`config.mk`:
```
export PLATFORM = sky130hd
export DESIGN_NAME = uart_message_bridge
export DESIGN_NICKNAME = d
export VERILOG_FILES = /design/src/rtl/uart_bridge_pkg.sv /design/src/rtl/uart_msg_rx_assembler.sv /design/src/rtl/uart_message_bridge.sv
export SDC_FILE = /design/constraint.sdc
export NUM_CORES = 1
export LEC_CHECK = 0
export CORE_MARGIN = 2
export CORE_UTILIZATION = 39
export CTS_CLUSTER_SIZE = 40
export DETAILED_ROUTE_END_ITERATION = 12
export PLACE_DENSITY = 0.66
export SETUP_SLACK_MARGIN = 0.2
export SYNTH_ARGS = -nofsm -noshare
export SYNTH_HDL_FRONTEND = slang
export SYNTH_HIERARCHICAL = 1
export SYNTH_SLANG_ARGS = --single-unit
```
`constraint.sdc`:
```
create_clock -name clk -period 3.3 [get_ports clk]
set_clock_uncertainty 0.05 [all_clocks]
set_input_delay 0.495 -clock clk [delete_from_list [all_inputs] [get_ports clk]]
set_output_delay 0.495 -clock clk [all_outputs]
set_load 0.05 [all_outputs]
```
`src/rtl/uart_bridge_pkg.sv`:
```
// uart_bridge_pkg: shared state encodings, length-width helper and default terminator for the UART message bridge
package uart_bridge_pkg;
    typedef enum logic [1:0] {T_IDLE, T_SEND, T_WAIT} tx_state_e;
    typedef enum logic {R_COLLECT, R_HOLD} rx_state_e;
    localparam logic [7:0] DEF_TERM_CHAR = 8'h0D;
    function automatic int len_w(input int n);
        return $clog2(n + 1);
    endfunction
endpackage

```
`src/rtl/uart_msg_rx_assembler.sv`:
```
// uart_msg_rx_assembler: builds left-aligned RX messages from UART byte strobes
// Ports: byte_in/byte_strobe from the UART receiver; rx_msg/rx_len/rx_msg_valid held until
// rx_msg_ready; rx_overrun pulses when a byte arrives while a message is held.
module uart_msg_rx_assembler
    import uart_bridge_pkg::*;
#(
    parameter int         MSG_BYTES      = 8,
    parameter bit         TERM_EN        = 1'b1,
    parameter logic [7:0] TERM_CHAR      = DEF_TERM_CHAR,
    parameter int         TIMEOUT_CYCLES = 0,
    parameter int         LEN_W          = len_w(MSG_BYTES)
) (
    input  logic                   clk,
    input  logic                   reset_n,
    input  logic [7:0]             byte_in,
    input  logic                   byte_strobe,
    output logic [8*MSG_BYTES-1:0] rx_msg,
    output logic [LEN_W-1:0]       rx_len,
    output logic                   rx_msg_valid,
    input  logic                   rx_msg_ready,
    output logic                   rx_overrun
);
    localparam int MW = 8 * MSG_BYTES;
    rx_state_e         state_q, state_d;
    logic [MW-1:0]     msg_q, msg_d;
    logic [LEN_W-1:0]  cnt_q, cnt_d, base_cnt;
    logic [31:0]       gap_q, gap_d;
    logic              valid_q, valid_d, ovr_q, ovr_d;
    logic              hs, open, is_term, app, expire, close;
    // A handshake frees the buffer in the same cycle, so a coinciding strobe starts the next message.
    always_comb begin
        hs       = valid_q && rx_msg_ready;
        open     = state_q == R_COLLECT || hs;
        base_cnt = hs ? '0 : cnt_q;
        is_term  = TERM_EN && byte_in == TERM_CHAR;
        app      = open && byte_strobe && !is_term;
        cnt_d    = base_cnt + LEN_W'(app);
        msg_d    = hs ? '0 : msg_q;
        if (app) msg_d = msg_d | (MW'(byte_in) << (8 * (MSG_BYTES - 1 - int'(base_cnt))));
        gap_d    = (!open || byte_strobe || cnt_d == '0) ? '0 : gap_q + 32'd1;
        expire   = TIMEOUT_CYCLES != 0 && open && !byte_strobe && base_cnt != '0 && gap_d == 32'(TIMEOUT_CYCLES);
        close    = open && ((byte_strobe && is_term && base_cnt != '0) || cnt_d == LEN_W'(MSG_BYTES) || expire);
        state_d  = (close || !open) ? R_HOLD : R_COLLECT;
        valid_d  = state_d == R_HOLD;
        ovr_d    = !open && byte_strobe;
    end
    always_ff @(posedge clk or negedge reset_n) begin
        if (!reset_n) begin
            state_q <= R_COLLECT;
            msg_q   <= '0;
            cnt_q   <= '0;
            gap_q   <= '0;
            valid_q <= 1'b0;
            ovr_q   <= 1'b0;
        end else begin
            state_q <= state_d;
            msg_q   <= msg_d;
            cnt_q   <= cnt_d;
            gap_q   <= gap_d;
            valid_q <= valid_d;
            ovr_q   <= ovr_d;
        end
    end
    assign rx_msg       = msg_q;
    assign rx_len       = cnt_q;
    assign rx_msg_valid = valid_q;
    assign rx_overrun   = ovr_q;
endmodule

```
`src/rtl/uart_message_bridge.sv`:
```
// uart_message_bridge: frames whole messages onto a byte-wide UART and reassembles received ones
// Ports: tx_msg/tx_len/tx_msg_valid/tx_msg_ready/tx_done message-side TX; Byte_Out/Load_Byte/
// byte_has_been_sent UART TX; Byte_In/byte_has_been_received UART RX; rx_msg/rx_len/
// rx_msg_valid/rx_msg_ready/rx_overrun message-side RX.
module uart_message_bridge
    import uart_bridge_pkg::*;
#(
    parameter int         MSG_BYTES      = 8,
    parameter bit         TERM_EN        = 1'b1,
    parameter logic [7:0] TERM_CHAR      = DEF_TERM_CHAR,
    parameter int         TIMEOUT_CYCLES = 0,
    localparam int        LEN_W          = len_w(MSG_BYTES)
) (
    input  logic                   clk,
    input  logic                   reset_n,
    input  logic [8*MSG_BYTES-1:0] tx_msg,
    input  logic [LEN_W-1:0]       tx_len,
    input  logic                   tx_msg_valid,
    output logic                   tx_msg_ready,
    output logic                   tx_done,
    output logic [7:0]             Byte_Out,
    output logic                   Load_Byte,
    input  logic                   byte_has_been_sent,
    input  logic [7:0]             Byte_In,
    input  logic                   byte_has_been_received,
    output logic [8*MSG_BYTES-1:0] rx_msg,
    output logic [LEN_W-1:0]       rx_len,
    output logic                   rx_msg_valid,
    input  logic                   rx_msg_ready,
    output logic                   rx_overrun
);
    localparam int MW = 8 * MSG_BYTES;
    tx_state_e        tx_state_q, tx_state_d;
    logic [MW-1:0]    sh_q, sh_d;
    logic [LEN_W-1:0] len_q, len_d, cnt_q, cnt_d;
    logic [7:0]       byte_q, byte_d;
    logic             load_q, load_d, done_q, done_d;
    always_comb begin
        tx_state_d = tx_state_q;
        sh_d       = sh_q;
        len_d      = len_q;
        cnt_d      = cnt_q;
        byte_d     = byte_q;
        load_d     = 1'b0;
        done_d     = 1'b0;
        if (tx_state_q == T_IDLE && tx_msg_valid) begin
            sh_d       = tx_msg;
            len_d      = (tx_len == '0 || tx_len > LEN_W'(MSG_BYTES)) ? LEN_W'(MSG_BYTES) : tx_len;
            cnt_d      = '0;
            tx_state_d = T_SEND;
        end
        if (tx_state_q == T_SEND) begin
            byte_d     = sh_q[MW-1 -: 8];
            sh_d       = sh_q << 8;
            cnt_d      = cnt_q + LEN_W'(1);
            load_d     = 1'b1;
            tx_state_d = T_WAIT;
        end
        if (tx_state_q == T_WAIT && byte_has_been_sent) begin
            done_d     = cnt_q == len_q;
            tx_state_d = done_d ? T_IDLE : T_SEND;
        end
    end
    always_ff @(posedge clk or negedge reset_n) begin
        if (!reset_n) begin
            tx_state_q <= T_IDLE;
            sh_q       <= '0;
            len_q      <= '0;
            cnt_q      <= '0;
            byte_q     <= '0;
            load_q     <= 1'b0;
            done_q     <= 1'b0;
        end else begin
            tx_state_q <= tx_state_d;
            sh_q       <= sh_d;
            len_q      <= len_d;
            cnt_q      <= cnt_d;
            byte_q     <= byte_d;
            load_q     <= load_d;
            done_q     <= done_d;
        end
    end
    assign tx_msg_ready = tx_state_q == T_IDLE;
    assign tx_done      = done_q;
    assign Byte_Out     = byte_q;
    assign Load_Byte    = load_q;
    uart_msg_rx_assembler #(
        .MSG_BYTES     (MSG_BYTES),
        .TERM_EN       (TERM_EN),
        .TERM_CHAR     (TERM_CHAR),
        .TIMEOUT_CYCLES(TIMEOUT_CYCLES),
        .LEN_W         (LEN_W)
    ) u_rx (
        .clk         (clk),
        .reset_n     (reset_n),
        .byte_in     (Byte_In),
        .byte_strobe (byte_has_been_received),
        .rx_msg      (rx_msg),
        .rx_len      (rx_len),
        .rx_msg_valid(rx_msg_valid),
        .rx_msg_ready(rx_msg_ready),
        .rx_overrun  (rx_overrun)
    );
endmodule

```
==> impl_metrics.ini <==
[finish]
postLayoutCoreUtil_pct = 53.5
seq_area_um2 = 3850
diodes = 0
layout-drive-gt1-share_pct = 8.00
nets = 825
multi_input_area_um2 = 2380
syn2layout_area_growth_pct = 35.3
n_fill_cell = 1419

[floorplan]
ioPinCount = 163
start_util_pct = 39.5
die-width_um = 133
fp-row-count = 47
dieArea_um2 = 17700
die_y_um = 133
core-area_um2 = 16500

[critical_path]
required_ps = 2750
start_kind = flip-flop
worstPathCellList = clkdlybuf4s50_1
cp-end-kind = output port
critical-path-max-stage-delay_ps = 950
worstPathArrival_ps = 2240
critPathSlowestCell = clkdlybuf4s50_1
critPathTopFamily = buffers and inverters
critPathMaxFanout = 24
worst-path-buf-inv = 1
crit_type = flip-flop to output port

[synthesis]
synth-seq-cells = 154
netlist_instances = 596
synth.area.top_cells = dfrtp_1, nand2_1, a32o_1, a22o_1, nor3_1
yosys_warnings = 6
synth_ff_type = dfrtp_1
synth_top_area_share_pct = 59.2
ys_seq_area_share_pct = 59.2
yosysMostFrequentCell = dfrtp_1
syn_area_um2 = 6500
synth-edff-count = 0
synth.distinct_cells = 45
synthArstFlopShare_pct = 100
yosys.area.top_type = dfrtp_1
syn_nets = 681
avgSynthCellArea_um2 = 10.9
synth_commonest_cells = dfrtp_1, nand2_1, nor2_1, nor3_1, o22ai_1

[cts]
cts_tree = built
cts_made_buffers = 17
clk_latency_ps = 420
h-tree-depth = 4
holdBufCountCts = 0
clock-root-buffer = clkbuf_16
cts.path.max_buffers = 2
clk_pin_slew_ps = 60
post_cts_resized = 0
post-cts-setup-buffers = 0
cts_sinks = 154

[power]
p_int_uw = 5420
vdd_drop_max_mv = 0.714
switching_share_pct = 43.5
pwr-share-comb_pct = 46.0
powerDensity_nw_per_um2 = 1090
p_switching_uw = 4170
p_seq_share_pct = 35.3
clkPwrFrac_pct = 18.7
power.leakage_uw = 0.00371

[detailed_routing]
drt-initial-drc-count = 462
drc = 0
antenna_left = 0
routed_wl_um = 18000
wl_per_cell_um = 18.5
vias = 5228
dr.pass1.iters = 4
vias_per_cell = 5.39

[timing]
period_needed_ps = 2790
rsz0062_at_grt = no
setup_ws_ps = 514
maxSlewHeadroom_pct = 45.8
hold_viol_final = 0
drv_slew = 0
period_share_pct = 84.4
worst_pin_slew_ps = 814
timing.hold.ws_ps = 33.7
tns_ps = 0
finalSetupViolations = 0
max_freq_ghz = 0.359

[global_routing]
grt_usage_pct = 21.1
overflow = 0
antenna_found_initial = 0
first_global_vias = 5509
grt_pass1_wl_um = 29200
grt_max_degree = 76

[min_path]
hold_class = input pin to asynchronous set/reset pin

[placed_design]
gp_congestion = 0.818
port_buffers = 162
pre_cts_ws_ps = 391
dp_hpwl_um = 12100

[job]
cap_violations = 0

[status]
status = finished clean
cell families (layout without fill, tap and decap cells):
logic type,Yosys count,after routing,synth area share [%]
flip-flops,154,154,59.2
adder cells (fa/ha/maj),3,3,0.577
multiplexers,1,1,0.154
buffers and inverters,53,207,4.46
AO/OA/AOI/OAI,133,133,17.4
XOR/XNOR,7,7,0.943
AND/OR/NAND/NOR,245,245,17.3
cell type report:
class	count	share of cell area, %
clock buffer	21	5.23
clock inverter	8	0.839
inverter	3	0.128
multi-input combinational	389	27.1
sequential	154	43.8
tap	220	3.13
timing repair buffer	175	19.8
flip-flops by register name, indices dropped and copies added (netlist names):
| signal | flops |
|---|---|
| sh_q | 64 |
| u_rx/rx_msg | 64 |
| Byte_Out | 8 |
| cnt_q | 4 |
| len_q | 4 |
| u_rx/rx_len | 4 |
| tx_state_q | 2 |
| Load_Byte | 1 |
| tx_done | 1 |
| u_rx/rx_msg_valid | 1 |
| u_rx/rx_overrun | 1 |
cell usage in the layout (no fill, tap or decap), types with 2 or more instances in the layout:
| cell type | instances |
|---|---|
| clkbuf_8 | 2 |
| ha_1 | 3 |
| o22ai_2 | 5 |
| xnor2_1 | 4 |
| o21ai_0 | 3 |
| xor2_1 | 3 |
| clkinvlp_4 | 2 |
| clkinv_2 | 4 |
| buf_12 | 2 |
| nand4_1 | 4 |
| o21ai_1 | 2 |
| a211oi_4 | 3 |
| nor3_1 | 45 |
| nor2_1 | 59 |
| clkbuf_1 | 2 |
| clkbuf_16 | 17 |
| inv_1 | 2 |
| buf_4 | 11 |
| nor2b_1 | 4 |
| nand3_1 | 11 |
| o22ai_1 | 35 |
| dfrtp_1 | 154 |
| clkdlybuf4s50_1 | 161 |
| nand2_1 | 94 |
| nand2b_1 | 2 |
| nand3b_1 | 4 |
| a32o_1 | 29 |
| a211oi_2 | 2 |
| a21boi_0 | 2 |
| and2_1 | 9 |
| a31oi_1 | 16 |
| nand4b_1 | 2 |
| a22o_1 | 31 |
per-layer routing:
layer  part of all wire [%]  vias up  global-route usage (%)
met5                      0        -                       0
met4                    2.3        0                    7.80
met3                    7.3       28                    7.53
met2                     49      163                    34.5
met1                     42     2602                    26.0
li1                       -     2435                       -
power by group through the flow:
stage	Sequential (uW)	Combinational, uW	Clock [uW]
after floorplan	4760	1530	0
after global placement	3370	4330	0
after detailed placement	3400	4420	0
after CTS	3390	4430	1830
after global routing	3500	4690	1920
final	3390	4410	1790
stage by stage:
step	instance area (um^2)	total power, uW	cells
finish	8800	9590	970
global route	8800	10100	970
CTS	8800	9650	970
detailed placement	8270	7810	941
global placement	8270	7700	941
floorplan	6500	6280	596
worst paths after layout:
kind                       depth (start not counted)  slack [ps]                 startpoint                         to
setup / recovery                                   1         510   u_rx/rx_len[0]$_DFF_PN0_                  rx_len[0]
hold / removal                                     1          30                    reset_n       sh_q[44]$_DFFE_PN0P_
setup reg to reg                                   5        1030  tx_state_q[1]$_DFFE_PN0P_       sh_q[47]$_DFFE_PN0P_
hold reg to reg                                    2         420       sh_q[59]$_DFFE_PN0P_    Byte_Out[3]$_DFFE_PN0P_
max in group asynchronous                          2        2350                    reset_n  u_rx/rx_msg[45]$_DFF_PN0_
min in group clk                                   2         420       sh_q[59]$_DFFE_PN0P_    Byte_Out[3]$_DFFE_PN0P_
Note: power is estimated with default switching activity, not from simulation.
